File: src/rtl/clint_if.sv
`default_nettype none
// ============================================================================
// Module      : clint_if
// Description : Single-beat request/acknowledge register port used by the
//               core to reach the CLINT timer and software-interrupt
//               registers.
// Revision    : 1.0 - initial release
// ============================================================================
interface clint_if;
  logic        req;
  logic        we;
  logic [15:0] addr;
  logic [31:0] wdata;
  logic        ack;
  logic [31:0] rdata;

  modport master (
    output req, we, addr, wdata,
    input  ack, rdata
  );

  modport slave (
    input  req, we, addr, wdata,
    output ack, rdata
  );
endinterface
`default_nettype wire

File: src/rtl/clint.sv
`default_nettype none
// ============================================================================
// Module      : clint
// Description : Core-local interruptor. Holds the 64-bit mtime counter
//               (advanced by a TICK_DIV prescaler), the 64-bit mtimecmp
//               register and the msip bit, and drives the registered machine
//               timer and software interrupt lines. Registers are reached
//               through a two-state (IDLE/ACK) request/acknowledge port.
//               Optional feature macro: CLINT_MTIME_LATCH_EN - a read of
//               mtime lo snapshots mtime hi so the following hi read is
//               tear-free.
// Revision    : 1.0 - initial release
// ============================================================================
module clint #(
  parameter int unsigned TICK_DIV = 1
) (
  input  wire     clk_i,
  input  wire     rst_ni,
  clint_if.slave  bus,
  output logic    timer_irq_o,
  output logic    software_irq_o
);

  // Word offsets (byte offset >> 2) of the mapped registers
  localparam logic [13:0] c_ADDR_MSIP    = 14'h0000;  // 0x0000
  localparam logic [13:0] c_ADDR_CMP_LO  = 14'h1000;  // 0x4000
  localparam logic [13:0] c_ADDR_CMP_HI  = 14'h1001;  // 0x4004
  localparam logic [13:0] c_ADDR_TIME_LO = 14'h2FFE;  // 0xBFF8
  localparam logic [13:0] c_ADDR_TIME_HI = 14'h2FFF;  // 0xBFFC

  localparam logic [15:0] c_TICK_LAST = 16'(TICK_DIV - 1);

  typedef enum logic [0:0] {
    IDLE = 1'b0,
    ACK  = 1'b1
  } state_t;

  state_t      r_state;
  logic        r_ack;
  logic [31:0] r_rdata;
  logic [15:0] r_prescale;
  logic [63:0] r_mtime;
  logic [63:0] r_mtimecmp;
  logic        r_msip;
  logic        r_timer_irq;
  logic        r_sw_irq;

  logic [13:0] w_word;
  logic        w_access;
  logic        w_wr;
  logic        w_tick;
  logic        w_wr_msip;
  logic        w_wr_cmp_lo;
  logic        w_wr_cmp_hi;
  logic        w_wr_time_lo;
  logic        w_wr_time_hi;
  logic [31:0] w_time_hi_rd;
  logic [31:0] w_rd_data;
  logic        w_unused;

  // Byte lanes are not supported, so the low address bits carry no meaning
  assign w_unused = ^bus.addr[1:0];

  assign w_word   = bus.addr[15:2];
  // Requests are only taken in IDLE; anything arriving during ACK is ignored
  assign w_access = (r_state == IDLE) && bus.req;
  assign w_wr     = w_access && bus.we;
  assign w_tick   = (r_prescale == c_TICK_LAST);

  assign w_wr_msip    = w_wr && (w_word == c_ADDR_MSIP);
  assign w_wr_cmp_lo  = w_wr && (w_word == c_ADDR_CMP_LO);
  assign w_wr_cmp_hi  = w_wr && (w_word == c_ADDR_CMP_HI);
  assign w_wr_time_lo = w_wr && (w_word == c_ADDR_TIME_LO);
  assign w_wr_time_hi = w_wr && (w_word == c_ADDR_TIME_HI);

`ifdef CLINT_MTIME_LATCH_EN
  logic [31:0] r_shadow_hi;
  logic        r_shadow_vld;

  // Snapshot mtime hi on a lo read; any other access drops the snapshot
  always_ff @(posedge clk_i or negedge rst_ni) begin
    if (!rst_ni) begin
      r_shadow_hi  <= '0;
      r_shadow_vld <= 1'b0;
    end else if (w_access) begin
      if (!bus.we && (w_word == c_ADDR_TIME_LO)) begin
        r_shadow_hi  <= r_mtime[63:32];
        r_shadow_vld <= 1'b1;
      end else begin
        r_shadow_vld <= 1'b0;
      end
    end
  end

  assign w_time_hi_rd = r_shadow_vld ? r_shadow_hi : r_mtime[63:32];
`else
  assign w_time_hi_rd = r_mtime[63:32];
`endif

  // Read multiplexer; unmapped offsets read as zero
  always_comb begin
    w_rd_data = '0;
    case (w_word)
      c_ADDR_MSIP:    w_rd_data = {31'd0, r_msip};
      c_ADDR_CMP_LO:  w_rd_data = r_mtimecmp[31:0];
      c_ADDR_CMP_HI:  w_rd_data = r_mtimecmp[63:32];
      c_ADDR_TIME_LO: w_rd_data = r_mtime[31:0];
      c_ADDR_TIME_HI: w_rd_data = w_time_hi_rd;
      default:        w_rd_data = '0;
    endcase
  end

  // Bus FSM: perform the access in IDLE, pulse ack for one cycle in ACK
  always_ff @(posedge clk_i or negedge rst_ni) begin
    if (!rst_ni) begin
      r_state <= IDLE;
      r_ack   <= 1'b0;
      r_rdata <= '0;
    end else begin
      r_ack   <= 1'b0;
      r_rdata <= '0;
      case (r_state)
        IDLE: begin
          if (bus.req) begin
            r_state <= ACK;
            r_ack   <= 1'b1;
            r_rdata <= bus.we ? 32'd0 : w_rd_data;
          end
        end
        ACK: begin
          r_state <= IDLE;
        end
      endcase
    end
  end

  // Free-running prescaler; never disturbed by mtime writes
  always_ff @(posedge clk_i or negedge rst_ni) begin
    if (!rst_ni) begin
      r_prescale <= '0;
    end else if (w_tick) begin
      r_prescale <= '0;
    end else begin
      r_prescale <= r_prescale + 16'd1;
    end
  end

  // mtime: a write to either half takes priority over a coincident tick
  always_ff @(posedge clk_i or negedge rst_ni) begin
    if (!rst_ni) begin
      r_mtime <= '0;
    end else if (w_wr_time_lo) begin
      r_mtime[31:0] <= bus.wdata;
    end else if (w_wr_time_hi) begin
      r_mtime[63:32] <= bus.wdata;
    end else if (w_tick) begin
      r_mtime <= r_mtime + 64'd1;
    end
  end

  // mtimecmp and msip software-visible registers
  always_ff @(posedge clk_i or negedge rst_ni) begin
    if (!rst_ni) begin
      r_mtimecmp <= '1;
      r_msip     <= 1'b0;
    end else begin
      if (w_wr_cmp_lo) r_mtimecmp[31:0]  <= bus.wdata;
      if (w_wr_cmp_hi) r_mtimecmp[63:32] <= bus.wdata;
      if (w_wr_msip)   r_msip            <= bus.wdata[0];
    end
  end

  // Interrupt lines are registered from the current register values
  always_ff @(posedge clk_i or negedge rst_ni) begin
    if (!rst_ni) begin
      r_timer_irq <= 1'b0;
      r_sw_irq    <= 1'b0;
    end else begin
      r_timer_irq <= (r_mtime >= r_mtimecmp);
      r_sw_irq    <= r_msip;
    end
  end

  assign bus.ack        = r_ack;
  assign bus.rdata      = r_rdata;
  assign timer_irq_o    = r_timer_irq;
  assign software_irq_o = r_sw_irq;

endmodule
`default_nettype wire

File: src/flat_wrapper.sv
// flat-port wrapper written by rule: the top's interface ports become plain ports
module clint_flat 
#(
  parameter int unsigned TICK_DIV = 1
)
  (clk_i, rst_ni, timer_irq_o, software_irq_o, bus_req, bus_we, bus_addr, bus_wdata, bus_ack, bus_rdata);
  clint_if bus_i ();
  input  wire clk_i;
  input  wire rst_ni;
  output logic timer_irq_o;
  output logic software_irq_o;
  input wire logic [$bits(bus_i.req)-1:0] bus_req;
  input wire logic [$bits(bus_i.we)-1:0] bus_we;
  input wire logic [$bits(bus_i.addr)-1:0] bus_addr;
  input wire logic [$bits(bus_i.wdata)-1:0] bus_wdata;
  output wire logic [$bits(bus_i.ack)-1:0] bus_ack;
  output wire logic [$bits(bus_i.rdata)-1:0] bus_rdata;
  assign bus_i.req = bus_req;
  assign bus_i.we = bus_we;
  assign bus_i.addr = bus_addr;
  assign bus_i.wdata = bus_wdata;
  assign bus_ack = bus_i.ack;
  assign bus_rdata = bus_i.rdata;
  clint #(.TICK_DIV(TICK_DIV)) u_core (.clk_i(clk_i), .rst_ni(rst_ni), .bus(bus_i), .timer_irq_o(timer_irq_o), .software_irq_o(software_irq_o));
endmodule
File: config.mk
export PLATFORM = sky130hd
export DESIGN_NAME = clint_flat
export DESIGN_NICKNAME = d
export VERILOG_FILES = /design/src/rtl/clint_if.sv /design/src/rtl/clint.sv /design/src/flat_wrapper.sv
export SDC_FILE = /design/constraint.sdc
export NUM_CORES = 1
export LEC_CHECK = 0
export ABC_AREA = 1
export CORE_ASPECT_RATIO = 1.1
export CORE_MARGIN = 10
export CORE_UTILIZATION = 25
export DETAILED_ROUTE_END_ITERATION = 6
export SLEW_MARGIN = 0
export SYNTH_ARGS = -nofsm -noshare
export SYNTH_HDL_FRONTEND = slang
export SYNTH_SLANG_ARGS = --single-unit
File: constraint.sdc
create_clock -name clk_i -period 4.3 [get_ports clk_i]
set_input_delay 0.43 -clock clk_i [delete_from_list [all_inputs] [get_ports clk_i]]
set_output_delay 0.43 -clock clk_i [all_outputs]
set_load 0.01 [all_outputs]
==> reports/summary.txt, run 1 <==
CTS H-tree depth: 4
crit end category: register
Die ar.: 58200 um2
GP Congestion: 0.975
vias per cell: 4.70
Pwr Total: 0.00372 W
FP Rows: 84
sequential fraction of the synthesis area: 37.5%
# Max-Cap Violations: 0
CP Class: in2reg
CTS root buffer: clkbuf_16
detailed-route via count: 11827
clk_skew: 0.0135 ns
most frequent CP cell: nor2_2
fraction of layout cells with a size suffix above 1: 8.45%
core area: 48100 um2
Final ANT Viol Nets: 0
first-pass GRT wire length: 69.1 mm
DRC Markers: 0
Yosys top cell area share: 23.7%
GRT Residual Overflow: 0
final core occ: 29.8%
port bufs: 84
clk buf depth: 2
CTS clock-pin slew for the worst setup and hold paths: 0.08 ns
initial antenna violation count: 0
area post-placement: 13700 um2
Crit path largest cell delay: 0.72 ns
Final #Nets: 1975
synth top area cells: dfrtp_1 24%, nand2_1 16%, dfstp_2 14%
Synth-to-Final Area Change: 17.3%
worst hold path class: in2async
pin count of the biggest net entering global routing: 96
final setup fails: 0
hold bufs inserted after CTS: 0
Fin Setup TNS: 0 ns
CP arrival: 3.18 ns
commonest cells after routing, fill and taps aside: 525 x nand2_1, 262 x nor2_1, 226 x inv_1
Max Fclk: 0.359 GHz
Final Hold Viols: 0
Mapped Cells: 1788
post-route cell area: 14300 um2
pwr/cell area: 260 nW/um2
Slew @ Worst Pin: 0.880 ns
Diodes inserted: 0
die height: 252 um
mean post-synth cell area: 6.84 um2
synthesis-stage register bit count: 180
Slew Limit Fails: 0
most common cell after layout, fill and taps aside: nand2_1
post_cts resized: 0
cell area after synthesis: 12200 um2
Post-CTS Setup Bufs: 0
final period utilization: 64.8%
I/O Pins: 87
cell family with the largest share of critical-path delay: simple AND/OR/NAND/NOR gates
Buf/Inv on CP: 3
final WL: 45.0 mm
post-synth cell types: 37
CP max FO: 18
width of the die: 231 um
Slew HR: 41.3%
status: completed
vias in the first global route: 11747
CTS Buf Count: 17
crit start category: input port
Post-DP HPWL: 34.5 mm
VDD IR max: 0.268 mV
WHS: 0.0342 ns
leak pwr: 6.52 nW
RSZ-0062 raised after global routing: no
routed len/inst: 17.9 um
CTS tree: done
clock sinks: 180
Final min period: 2.79 ns
slowest CP cell: nor2_2
number of DRC markers after the initial detailed-route iteration: 879
largest area contributor in the netlist: dfrtp_1
GRT Total Usage: 15.4%
Synthesis Warnings: 0
initial core utilization: 25.4%
worst-path cell chain: clkdlybuf4s50_1 > nor2_2 > nand3_1 > nor2_2 > nand3_4 > clkinv_4 > nor2_2 > buf_4 > o21ai_0 > nand3_1
Pre-antenna DRT Iters: 6
clk_lat worst skew: 0.47 ns
WP data required: 4.70 ns
Synthesized Nets: 1907
## registers in the layout (all words and copies together) (netlist names)
| register | count |
|---|---|
| u_core.bus.ack | 1 |
| u_core.bus.rdata | 32 |
| u_core.r_msip | 1 |
| u_core.r_mtime | 64 |
| u_core.r_mtimecmp | 64 |
| u_core.r_prescale | 16 |
| u_core.software_irq_o | 1 |
| u_core.timer_irq_o | 1 |
## routing by layer
layer | up-vias | track usage (%) | share of wire (%)
met5 | - | 0 | 0
met4 | 0 | 5.25 | 2.1
met1 | 5620 | 19.5 | 44
met2 | 321 | 26.2 | 48
li1 | 5839 | - | -
met3 | 47 | 2.40 | 5.0
## cells by family after synthesis
logic type	after synthesis	synth area share [%]
xor gates and xnor gates	22	1.58
and+or+nand+nor	1016	34.9
AOI/OAI and AO/OA	220	9.69
adders and majority gates	67	6.86
DFF	180	37.5
buffers and inverters	283	9.45
## worst paths after layout
| path | startpoint | endpoint | slack, ns | depth (start not counted) |
|---|---|---|---|---|
| setup / recovery | bus_addr[14] | u_core.r_mtime[25] | 1.51 | 10 |
| hold / removal | rst_ni | u_core.r_mtime[26] | 0.03 | 1 |
| setup reg to reg | u_core.bus.ack | u_core.r_mtime[25] | 1.70 | 7 |
| hold reg to reg | u_core.r_msip | u_core.software_irq_o | 0.44 | 0 |
| max in group asynchronous | rst_ni | u_core.r_mtimecmp[9] | 3.28 | 2 |
| min in group clk_i | u_core.r_msip | u_core.software_irq_o | 0.44 | 0 |
## Yosys cell counts
cell	instances
inv_2	6
nand4_1	30
nor2_4	5
nor3_2	2
clkbuf_1	22
buf_2	14
nor2_1	263
dfstp_2	64
nand3_2	1
or2_0	1
o211ai_1	15
a21o_1	3
dfrtp_1	116
o31ai_1	1
nand2_2	3
nor4_1	3
ha_1	67
nand3_4	2
nor3_1	8
o22ai_1	27
nand3_1	147
nand2_1	525
o21ai_1	9
o21a_1	1
buf_4	1
o21ai_0	125
a21oi_1	39
clkinv_1	1
buf_1	3
nand2_4	2
clkinv_4	1
nor3b_4	1
buf_6	9
xor2_1	21
inv_1	226
xnor2_1	1
nor2_2	23
## where the power goes
part           leakage (nW)  switching [W]  internal (W)
combinational          4.15       0.000185      0.000119
clock                 0.280       0.000786      0.000870
sequential             2.09      0.0000456       0.00172
total                  6.52        0.00102       0.00271
## final cells by class
class	count	area (um2)
Clock buffer	17	425
Tap cell	645	807
Inverter	234	883
Clock inverter	15	168
Timing Repair Buffer	98	975
Multi-Input combinational cell	1325	6500
Fill cell	5326	33800
Sequential cell	180	4580
## stage by stage
stage | worst slack, ns | instances
3_5_place_dp | 1.04 | 2482
6_report | 1.51 | 2514
2_1_floorplan | 2.66 | 1788
3_3_place_gp | 1.12 | 2482
4_1_cts | 1.53 | 2514
5_1_grt | 1.34 | 2514
Power figures use the tool's default switching activity.
==> run 2, diff against run 1 <==
==> constraint.sdc (replaced) <==
create_clock -name clk_i -period 2.44 [get_ports clk_i]
set_input_delay 0.244 -clock clk_i [delete_from_list [all_inputs] [get_ports clk_i]]
set_output_delay 0.244 -clock clk_i [all_outputs]
set_load 0.01 [all_outputs]
==> run 2 against run 1 <==
Cell area increased by 2.4%; via count increased by 1.2%; non-clock buffer count increased by 34; global-route usage increased by 0.19 points; clock power increased by 80%; final cell count increased by 1.4%; power increased by 78%; clock skew about the same; sequential power increased by 77%; worst setup slack got worse by 1.3 ns; routed wire length about the same; largest cell class unchanged; largest power group unchanged.
==> reports/summary.txt, run 2 (synthesis results as in run 1) <==
clk_lat worst skew: 0.47 ns
GRT Residual Overflow: 0
Crit path largest cell delay: 0.51 ns
Reg2Reg Launch Point: u_core.r_mtime[20]
CTS tree: done
width of the die: 231 um
Setup crit start: u_core.r_mtime[20]
most frequent CP cell: nand2_1
cell family with the largest share of critical-path delay: simple AND/OR/NAND/NOR gates
routed len/inst: 17.7 um
crit end category: register
CP max FO: 6
I/O Pins: 87
DRC Markers: 0
Fin Setup TNS: 0 ns
initial core utilization: 25.4%
leak pwr: 6.73 nW
crit start category: register
Pre-antenna DRT Iters: 5
final WL: 45.0 mm
CTS H-tree depth: 4
final setup fails: 0
final core occ: 30.5%
Max Fclk: 0.449 GHz
worst hold path class: in2async
Final ANT Viol Nets: 0
clock sinks: 180
VDD IR max: 0.443 mV
most common cell after layout, fill and taps aside: nand2_1
GRT Total Usage: 15.6%
RSZ-0062 raised after global routing: no
Die ar.: 58200 um2
clk buf depth: 2
Synth-to-Final Area Change: 20.0%
first-pass GRT wire length: 70.5 mm
GP Congestion: 1.01
commonest cells after routing, fill and taps aside: 525 x nand2_1, 260 x nor2_1, 226 x inv_1
FP Rows: 84
WHS: 0.376 ns
final period utilization: 91.3%
clk_skew: 0.0140 ns
Slew Limit Fails: 0
# Max-Cap Violations: 0
status: completed
core area: 48100 um2
worst-path cell chain: nand2_1 > nor2_1 > nand2_1 > nor2_1 > nand2_1 > o21ai_0 > nand3_1 > nand2_1 > nand2_1
Final min period: 2.23 ns
CTS Buf Count: 17
vias per cell: 4.70
Slew HR: 53.2%
number of DRC markers after the initial detailed-route iteration: 1076
CP arrival: 2.58 ns
Slew @ Worst Pin: 0.702 ns
die height: 252 um
Final #Nets: 2009
CP Class: reg2reg
port bufs: 84
detailed-route via count: 11968
Diodes inserted: 0
pwr/cell area: 453 nW/um2
slowest CP cell: dfrtp_1
CTS clock-pin slew for the worst setup and hold paths: 0.08 ns
Post-DP HPWL: 35.3 mm
initial antenna violation count: 0
vias in the first global route: 12010
Final Hold Viols: 0
fraction of layout cells with a size suffix above 1: 10.1%
CTS root buffer: clkbuf_16
WP data required: 2.79 ns
pin count of the biggest net entering global routing: 78
Buf/Inv on CP: 0
## run 2: cell count changes in the layout (fill, tap and decap cells not counted), sizes merged
cell / delta
buf: +33
bufinv: +1
clkbuf: +1
clkinv: +4
clkinvlp: -3
dlygate4sd3: +1
inv: -3
## run 2: repair_timing
| action | 4_1_cts | 5_1_grt |
|---|---|---|
| gates resized for setup | 0 | 3 |
| endpoints found under the hold margin | 36 | 0 |
| endpoints found under the setup margin | 0 | 2 |
| buffers inserted | 0 | 0 |
| hold buffers | 1 | 0 |
## run 2: layer usage
layer | part of all wire, % | global-route usage, %
met1 | 45 | 19.7
met4 | 2.5 | 5.28
met2 | 48 | 26.8
met5 | 0 | 0
met3 | 4.1 | 2.21
## run 2: cell type report
| class | instances | area [um2] |
|---|---|---|
| Clock buffer | 18 | 439 |
| Multi-Input combinational cell | 1325 | 6510 |
| Clock inverter | 14 | 174 |
| Timing Repair Buffer | 132 | 1280 |
| Fill cell | 5255 | 33500 |
| Sequential cell | 180 | 4580 |
| Tap cell | 645 | 807 |
| Inverter | 234 | 883 |
## run 2: metrics by stage
step / total power, W / setup slack (ns) / cells / area (um2)
3_5_place_dp: 0.00371 / 0.0740 / 2515 / 14000
2_1_floorplan: 0.00342 / 0.801 / 1788 / 12200
3_3_place_gp: 0.00369 / 0.0953 / 2515 / 14000
6_report: 0.00664 / 0.212 / 2548 / 14700
4_1_cts: 0.00672 / 0.140 / 2548 / 14700
5_1_grt: 0.00693 / 0.0491 / 2548 / 14700
## run 2: path summary, 6_finish.rpt
check                                        end  slack (ns)  cells after the start
hold / removal              u_core.bus.rdata[27]        0.38                      2
max in group asynchronous   u_core.r_mtimecmp[7]        1.27                      3
setup reg to reg              u_core.r_mtime[55]        0.21                      9
hold reg to reg            u_core.software_irq_o        0.46                      0
min in group clk_i                u_core.bus.ack        0.38                      3
setup / recovery              u_core.r_mtime[55]        0.21                      9
## run 2: worst register-to-register path: stages, from the launching register on
cell	delay [ns]
dfrtp_1	0.51
nand2_1	0.16
nor2_1	0.28
nand2_1	0.17
nor2_1	0.41
nand2_1	0.17
o21ai_0	0.20
nand3_1	0.10
nand2_1	0.07
nand2_1	0.04
## run 2: report_power, final
group,switching (W),internal [W]
registers,0.0000824,0.00303
clock network,0.00134,0.00165
logic,0.000324,0.000219
total,0.00174,0.00490
==> run 3, diff against run 2 <==
--- a/config.mk
+++ b/config.mk
@@ -9,8 +9,10 @@
 export CORE_ASPECT_RATIO = 1.1
 export CORE_MARGIN = 10
 export CORE_UTILIZATION = 25
+export CTS_BUF_LIST = sky130_fd_sc_hd__clkbuf_4 sky130_fd_sc_hd__clkbuf_8
 export DETAILED_ROUTE_END_ITERATION = 6
 export SLEW_MARGIN = 0
 export SYNTH_ARGS = -nofsm -noshare
 export SYNTH_HDL_FRONTEND = slang
 export SYNTH_SLANG_ARGS = --single-unit
+export TNS_END_PERCENT = 20
==> run 3 against run 2 <==
Highest routed layer unchanged; flip-flop and latch count stayed put; largest power group unchanged; combinational power about the same; power down 10%; die area stayed put; final cell count unchanged; clock skew increased by 0.0066 ns; fmax rose by 1.0%; global-route usage barely moved; sequential power is essentially flat; register-to-register slack gained 0.02 ns; non-clock buffer count stayed put; clock-buffer cell count stayed put.
==> reports/summary.txt, run 3 (synthesis results as in run 1) <==
status: completed
CP max FO: 6
NetSw: 0.00165 W
VDD IR max: 0.311 mV
CTS clock-pin slew for the worst setup and hold paths: 0.09 ns
pin count of the biggest net entering global routing: 78
width of the die: 231 um
Slew Limit Fails: 0
CP Class: reg2reg
worst setup margin: 0.234 ns
vias in the first global route: 11991
Final min period: 2.21 ns
DRC Markers: 0
fraction of layout cells with a size suffix above 1: 10.1%
port bufs: 84
CP arrival: 2.61 ns
vias per cell: 4.73
RSZ-0062 raised after global routing: no
sw frac: 27.8%
leak pwr: 6.65 nW
Final #Nets: 2009
initial core utilization: 25.4%
clk_lat worst skew: 0.52 ns
Max Fclk: 0.453 GHz
Post-DP HPWL: 35.3 mm
WP data required: 2.84 ns
FP Rows: 84
Final Hold Viols: 0
worst hold path class: in2reg
CTS Buf Count: 17
crit end category: register
CTS tree: done
clk buf depth: 2
initial antenna violation count: 0
CTS root buffer: clkbuf_8
Fin Setup TNS: 0 ns
GP Congestion: 1.01
# Max-Cap Violations: 0
die height: 252 um
clk_skew: 0.0206 ns
final WL: 45.1 mm
Post-CTS Setup Bufs: 0
Slew HR: 52.8%
first-pass GRT wire length: 70.5 mm
final period utilization: 90.4%
crit start category: register
Pre-antenna DRT Iters: 6
Inst Count DP: 2515
Synth-to-Final Area Change: 18.5%
GRT Residual Overflow: 0
core area: 48100 um2
combinational group share of total power: 9.2%
Slew @ Worst Pin: 0.707 ns
GRT Total Usage: 15.6%
Clock Power Share: 38.6%
Seq pwr share: 52.3%
clock sinks: 180
final setup fails: 0
number of DRC markers after the initial detailed-route iteration: 1041
CTS H-tree depth: 4
pwr/cell area: 411 nW/um2
I/O Pins: 87
dpl ws: 0.0740 ns
commonest cells after routing, fill and taps aside: 525 x nand2_1, 260 x nor2_1, 226 x inv_1
routed len/inst: 17.7 um
Int Pwr: 0.00430 W
final core occ: 30.1%
Post-Layout Cell Count: 2548
Final ANT Viol Nets: 0
Die ar.: 58200 um2
Diodes inserted: 0
detailed-route via count: 12055
most common cell after layout, fill and taps aside: nand2_1
==> run 3: cell types whose count changed in the layout (fill, tap and decap cells not counted) <==
cell / before / now
clkbuf_16: 17 / 0
clkbuf_8: 2 / 19
==> run 3: worst max-delay path, cell delays in order, from the launching register on <==
cell	delay, ns
dfrtp_1	0.52
nand2_1	0.16
nor2_1	0.28
nand2_1	0.17
nor2_1	0.39
nand2_1	0.17
o21ai_0	0.20
nand3_1	0.10
nand2_1	0.07
nand2_1	0.04
==> run 3: final cells by class <==
class,count,area [um2]
clock buffer,18,248
clock inverter,14,174
fill,5279,33700
inverter,234,883
multi-input combinational,1325,6510
sequential,180,4580
tap,645,807
timing repair buffer,132,1280
==> run 3: power by group through the flow <==
stage	registers, W	logic (W)	clock network (W)
after global routing	0.00312	0.000624	0.00249
final	0.00311	0.000546	0.00229
after floorplan	0.00314	0.000284	0
after global placement	0.00316	0.000535	0
after detailed placement	0.00316	0.000547	0
after CTS	0.00311	0.000553	0.00238
==> run 3: metrics by stage <==
step                total power, W  hold WS, ns  instance area (um2)
floorplan                  0.00342      -0.0516                12200
global placement           0.00369        0.340                14000
detailed placement         0.00371        0.352                14000
CTS                        0.00604        0.287                14500
global route               0.00623        0.326                14500
finish                     0.00595        0.325                14500
==> run 3: final timing paths <==
| path | start | endpoint | slack (ns) | depth (start not counted) |
|---|---|---|---|---|
| max in group asynchronous | rst_ni | u_core.r_mtimecmp[7] | 1.32 | 3 |
| worst max register to register | u_core.r_mtime[20] | u_core.r_mtime[55] | 0.23 | 9 |
| worst max-delay path | u_core.r_mtime[20] | u_core.r_mtime[55] | 0.23 | 9 |
| min in group asynchronous | rst_ni | u_core.bus.rdata[27] | 0.33 | 2 |
| worst min register to register | u_core.r_msip | u_core.software_irq_o | 0.46 | 0 |
| worst min-delay path | bus_req | u_core.bus.ack | 0.32 | 3 |
==> run 3: layer usage <==
| layer | track usage, % | wire length, um |
|---|---|---|
| met5 | 0 | 0 |
| met4 | 4.64 | 964 |
| met3 | 2.21 | 2090 |
| met2 | 27.1 | 22100 |
| met1 | 19.6 | 20000 |
==> run 3: repair_timing <==
| action | CTS | global route |
|---|---|---|
| resized for setup | 0 | 3 |
| hold buffers | 1 | 0 |
| setup endpoints to repair | 0 | 3 |
| hold endpoints to repair | 36 | 0 |
